==> src/rtl/shutter_sched.sv <==
// Camera shutter scheduler: round-robin grant between two requesters, then a
// gap, N shutter pulses with settle time, and a skippable processing window.
module shutter_sched #(
    parameter int GAP_CYC    = 3,
    parameter int SETTLE_CYC = 2,
    parameter int PROC_CYC   = 4
) (
    input  logic       clk,
    input  logic       reset,
    input  logic [1:0] req,
    input  logic [2:0] shots0,
    input  logic [2:0] shots1,
    input  logic       skip,
    output logic [1:0] gnt,
    output logic       shutter,
    output logic       busy,
    output logic [1:0] done,
    output logic [2:0] shots_left
);

    typedef enum logic [2:0] {
        IDLE    = 3'd0,
        GAP     = 3'd1,
        SHOT    = 3'd2,
        SETTLE  = 3'd3,
        PROCESS = 3'd4
    } state_t;

    localparam logic [3:0] GAP_LD    = 4'(GAP_CYC - 1);
    localparam logic [3:0] SETTLE_LD = 4'(SETTLE_CYC - 1);
    localparam logic [3:0] PROC_LD   = 4'(PROC_CYC - 1);

    state_t     state_q;
    logic [3:0] cnt_q;
    logic [1:0] gnt_q;
    logic       shutter_q;
    logic       busy_q;
    logic [1:0] done_q;
    logic [2:0] shotsLeft_q;
    logic       lastServed_q;

    logic [1:0] winner_d;
    logic [2:0] shotCount_d;

    // On a tie the requester that was not served last wins.
    always_comb begin
        winner_d = 2'b00;
        case (req)
            2'b01:   winner_d = 2'b01;
            2'b10:   winner_d = 2'b10;
            2'b11:   winner_d = lastServed_q ? 2'b01 : 2'b10;
            default: winner_d = 2'b00;
        endcase
        shotCount_d = winner_d[1] ? shots1 : shots0;
        if (shotCount_d == 3'd0) begin
            shotCount_d = 3'd1;
        end
    end

    always_ff @(posedge clk or posedge reset) begin
        if (reset) begin
            state_q      <= IDLE;
            cnt_q        <= 4'd0;
            gnt_q        <= 2'b00;
            shutter_q    <= 1'b0;
            busy_q       <= 1'b0;
            done_q       <= 2'b00;
            shotsLeft_q  <= 3'd0;
            lastServed_q <= 1'b1;
        end else begin
            case (state_q)
                IDLE: begin
                    done_q <= 2'b00;
                    if (winner_d != 2'b00) begin
                        state_q     <= GAP;
                        gnt_q       <= winner_d;
                        busy_q      <= 1'b1;
                        shotsLeft_q <= shotCount_d;
                        cnt_q       <= GAP_LD;
                    end
                end
                GAP: begin
                    if (cnt_q == 4'd0) begin
                        state_q   <= SHOT;
                        shutter_q <= 1'b1;
                    end else begin
                        cnt_q <= cnt_q - 4'd1;
                    end
                end
                SHOT: begin
                    state_q     <= SETTLE;
                    shutter_q   <= 1'b0;
                    shotsLeft_q <= shotsLeft_q - 3'd1;
                    cnt_q       <= SETTLE_LD;
                end
                SETTLE: begin
                    if (cnt_q != 4'd0) begin
                        cnt_q <= cnt_q - 4'd1;
                    end else if (shotsLeft_q != 3'd0) begin
                        state_q   <= SHOT;
                        shutter_q <= 1'b1;
                    end else begin
                        state_q <= PROCESS;
                        cnt_q   <= PROC_LD;
                    end
                end
                PROCESS: begin
                    // skip sampled in any PROCESS cycle closes the session at this edge
                    if (cnt_q == 4'd0 || skip) begin
                        state_q      <= IDLE;
                        gnt_q        <= 2'b00;
                        busy_q       <= 1'b0;
                        done_q       <= gnt_q;
                        lastServed_q <= gnt_q[1];
                    end else begin
                        cnt_q <= cnt_q - 4'd1;
                    end
                end
                default: begin
                    state_q     <= IDLE;
                    cnt_q       <= 4'd0;
                    gnt_q       <= 2'b00;
                    shutter_q   <= 1'b0;
                    busy_q      <= 1'b0;
                    done_q      <= 2'b00;
                    shotsLeft_q <= 3'd0;
                end
            endcase
        end
    end

    assign gnt        = gnt_q;
    assign shutter    = shutter_q;
    assign busy       = busy_q;
    assign done       = done_q;
    assign shots_left = shotsLeft_q;

endmodule

==> config.mk <==
export PLATFORM = sky130hd
export DESIGN_NAME = shutter_sched
export DESIGN_NICKNAME = d
export VERILOG_FILES = /design/src/rtl/shutter_sched.sv
export SDC_FILE = /design/constraint.sdc
export NUM_CORES = 1
export LEC_CHECK = 0
export CAP_MARGIN = 20
export CORE_MARGIN = 4
export CORE_UTILIZATION = 30
export CTS_CLUSTER_DIAMETER = 100
export DETAILED_ROUTE_END_ITERATION = 16
export HOLD_SLACK_MARGIN = 0.03
export MAX_ROUTING_LAYER = met4
export PLACE_DENSITY_LB_ADDON = 0.15
export SKIP_LAST_GASP = 1
export SYNTH_ARGS = -nofsm -noshare
export SYNTH_HDL_FRONTEND = slang
export SYNTH_SLANG_ARGS = --single-unit
==> constraint.sdc <==
create_clock -name clk -period 2.76 [get_ports clk]
set_input_delay 0.69 -clock clk [delete_from_list [all_inputs] [get_ports clk]]
set_output_delay 0.69 -clock clk [all_outputs]
set_load 0.02 [all_outputs]
==> results.txt <==
----------------------------------------------------
[Floorplan]
  Num ports ... 20
  Core Footprint ... 0.00339 mm2
  Effective utilization at floorplan ... 0.317
  # rows ... 21
  Full die area ... approximately 0.0046 mm2
  Die width ... between 60 and 70 um
  Chip Height ... about 68 um

[Placement]
  HPWL Detailed ... between 1500 and 2000 um
  Final Wtd Congestion ... between 0.7 and 0.8
  Port bufs ... 19

[Finish]
  Fraction of layout instances using a drive strength above 1 ... 0.110
  Area growth from synthesis to final layout ... 24.7%
  Number of nets in the final layout ... about 150
  Antenna Cells ... 0

[Logic synthesis]
  Count of cell types in the netlist ... 41
  Share of synthesized area spent on multiplexers ... 0.0664
  Simple logic cell fraction of the synthesized area ... 0.215
  Sequential fraction of the synthesis area ... 0.397
  Synth top area share ... 0.373
  Avg Synthesized Cell Area ... 9.35 um2
  Share of synthesized registers carrying an async set or reset ... 1.00
  Primary FF master, synth ... sky130_fd_sc_hd__dfrtp_1
  Largest family of logic cells by synthesized area ... simple AND/OR/NAND/NOR gates
  Number of synthesized register bits ... 17
  Arithmetic-cell share of the synthesized area counting full adders, half adders and majority gates ... 0.0466
  Compound-cell area share of the yosys netlist ... 0.213
  Xor-xnor portion of the synthesized cell area ... 0
  Mapped Cells ... 115
  Dominant cell type by area after synthesis ... sky130_fd_sc_hd__dfrtp_1
  Yosys warns ... 0
  Most area-consuming cells after synthesis ... sky130_fd_sc_hd__dfrtp_1 37%, sky130_fd_sc_hd__mux2i_1 5.6%, sky130_fd_sc_hd__ha_1 4.7%
  Synthesized net count ... 130
  Post-synth EDFFs ... 0
  Post-synth design cell area ... between 0.001 and 0.0015 mm2

[Power]
  Power density over cell area ... 980 mW/mm2
  Total Power ... 1.31 mW
  LEAKAGE ... roughly 0.57 nW
  Peak VDD IR ... roughly 390 uV

[Worst hold path]
  Hold path cells ... 1
  Worst hold-check path type ... flop to flop
  Hold endpoint ... done[0]
  Hold Crit Start ... done[0]

[Run status]
  Run status ... finished, final reports clean

[Setup path]
  Crit. End Element ... flop
  Required time reported for the critical path endpoint ... 2.95 ns
  Data arrival time of the critical path ... around 2.3 ns
  Worst flop-to-flop path startpoint ... cnt_q[0]
  Largest fanout of any net on the critical path ... 6
  Category of the worst setup path launch point ... input pin
  Minimum setup slack among reg-to-reg paths ... 0.82 ns
  Worst Reg-to-Reg Cells ... 8
  Destination of the worst register-to-register timing path ... cnt_q[1]
  Critical path type ... input pin to flop

[STA]
  Max frequency ... roughly 480 MHz
  Post-route minimum period ... 2.10 ns
  Max Clock Skew ... 0.00982 ns
  Worst slew pin tran ... between 0.6 and 0.7 ns
  Final Max Tran Viols ... 0
  Finish-stage setup viols ... 0
  Final sum of negative setup slack ... 0 ns
  Total count of hold-check failures in the final report ... 0
  Share of the clock period used by the worst path after layout ... 0.760
  Relative max-transition margin ... 0.540
  Setup repair after global routing missed its margin ... no

[CTS]
  Post-CTS Resized ... 0
  Total clock buffers created by CTS ... 3
  Clock edge transition at the registers on the reported setup and hold paths ... about 0.11 ns
  Number of buffers on the longest clock path ... 2
  TritonCTS clock tree ... done
  Number of setup buffers added after CTS ... 0
  Clk Latency, worst-skew pair ... around 0.30 ns
  Clock root buffer ... sky130_fd_sc_hd__clkbuf_4
  H-Tree Level Count ... 1
  Post-CTS Hold Buffers ... 0
  Number of clock sinks seen by CTS ... 17

[Drt]
  Average wire per standard cell ... 14.2 um
  Number of nets with antenna violations after detailed routing ... 0
  First-iteration detailed-routing DRC count ... 49
  Via count normalized by instance count ... a little over 5
  Number of optimization iterations in the first detailed-route pass ... 4
  Number of DRC violations after detailed routing ... 0
  Total vias in the final route ... 944
  Total wire length ... ~2600 um

[Global route]
  GRT Total Usage ... 0.132
  Wire length of the first global-routing pass ... 4370 um
  Via count of the first global-routing pass ... about 960
  Global-route congestion overflow total ... 0
  Pin count of the biggest net entering global routing ... 18
  Antenna violations before repair ... 0

[Flow run]
  Reported max-cap violation count ... 0

----------------------------------------------------
-- state kept, by name (all words and copies together) (netlist names) --
signal        flops
shutter           1
done              2
shots_left        3
lastServed_q      1
cnt_q             4
state_q           3
gnt               2
busy              1
-- power breakdown --
part	total (mW)	internal [mW]	leakage [nW]	switching, mW
combinational	0.711	0.352	0.345	0.359
sequential	0.464	0.353	0.211	0.111
clock	0.138	0.0539	0.0177	0.0837
-- critical path, cell delays in order --
cell and delay (ns):
sky130_fd_sc_hd__clkdlybuf4s50_1 0.54, sky130_fd_sc_hd__a21boi_1 0.46, sky130_fd_sc_hd__mux2i_1 0.26, sky130_fd_sc_hd__o32ai_1 0.11, sky130_fd_sc_hd__a22o_1 0.23
-- logic make-up (layout without fill, tap and decap cells) --
| family | after synthesis | in the layout |
|---|---|---|
| compound gates | 31 | 31 |
| fa+ha+maj | 4 | 4 |
| buf+inv | 13 | 34 |
| flops | 17 | 17 |
| mux | 7 | 7 |
| simple gates | 43 | 43 |
-- placed cells by master (no fill, tap or decap), types with 2 or more instances in the layout --
master,netlist,layout
sky130_fd_sc_hd__clkdlybuf4s50_1,0,19
sky130_fd_sc_hd__dfrtp_1,16,16
sky130_fd_sc_hd__nor2_1,13,13
sky130_fd_sc_hd__nand2_1,9,9
sky130_fd_sc_hd__inv_1,7,7
sky130_fd_sc_hd__mux2i_1,6,6
sky130_fd_sc_hd__o21ai_0,5,5
sky130_fd_sc_hd__a21oi_1,4,4
sky130_fd_sc_hd__a22o_1,4,4
sky130_fd_sc_hd__nor3_1,4,4
sky130_fd_sc_hd__ha_1,4,4
sky130_fd_sc_hd__buf_4,0,4
sky130_fd_sc_hd__nor3b_1,3,3
sky130_fd_sc_hd__o32ai_1,3,3
sky130_fd_sc_hd__clkbuf_4,0,3
sky130_fd_sc_hd__nand3_1,2,2
sky130_fd_sc_hd__a32o_1,2,2
sky130_fd_sc_hd__o2bb2ai_1,2,2
sky130_fd_sc_hd__o21bai_1,2,2
sky130_fd_sc_hd__o22ai_1,2,2
-- worst max-delay path by stage --
| stage | to | slack (ns) | from | cells past startpoint |
|---|---|---|---|---|
| finish | shots_left[2] | 0.66 | req[1] | 5 |
| global route | shots_left[2] | 0.55 | req[1] | 5 |
| CTS | gnt[1] | 0.66 | gnt[1] | 1 |
| detailed placement | shots_left[2] | 0.36 | req[1] | 5 |
| global placement | shots_left[2] | 0.40 | req[1] | 5 |
| floorplan | cnt_q[2] | 0.87 | cnt_q[0] | 6 |
-- area by class of cell --
cell class / count / area (um2)
Timing Repair Buffer: 23 / 220
Multi-Input combinational cell: 85 / 582
Sequential cell: 17 / 427
Clock buffer: 3 / 22.5
Clock inverter: 1 / 5.00
Fill cell: 340 / 2050
Inverter: 7 / 26.3
Tap cell: 46 / 57.6
-- metrics by stage --
| stage | setup WS [ns] | cells | util | area, um2 | hold slack [ns] |
|---|---|---|---|---|---|
| after floorplan | 0.873 | 115 | - | 1070 | 0.484 |
| after global placement | 0.402 | 178 | 0.387 | 1310 | 0.490 |
| after detailed placement | 0.361 | 178 | 0.387 | 1310 | 0.497 |
| after CTS | 0.662 | 182 | 0.395 | 1340 | 0.527 |
| after global routing | 0.550 | 182 | 0.395 | 1340 | 0.565 |
| final | 0.661 | 182 | 0.395 | 1340 | 0.516 |
-- cells in the mapped netlist (3+ instances only) --
cell type and instances:
sky130_fd_sc_hd__a22o_1 4, sky130_fd_sc_hd__dfrtp_1 16, sky130_fd_sc_hd__a21oi_1 4, sky130_fd_sc_hd__ha_1 4, sky130_fd_sc_hd__nor3b_1 3, sky130_fd_sc_hd__mux2i_1 6
sky130_fd_sc_hd__o21ai_0 5, sky130_fd_sc_hd__inv_1 7, sky130_fd_sc_hd__nand2_1 9, sky130_fd_sc_hd__o32ai_1 3, sky130_fd_sc_hd__nor2_1 13, sky130_fd_sc_hd__nor3_1 4
-- routing by layer --
metal | GRT usage | routed length, um | vias to the layer above
met5 | - | 0 | -
met4 | 0.0521 | 22 | 0
met3 | 0.0246 | 77 | 2
met2 | 0.196 | 1170 | 20
met1 | 0.178 | 1320 | 453
li1 | - | - | 469
(Power assumes the default switching activity.)
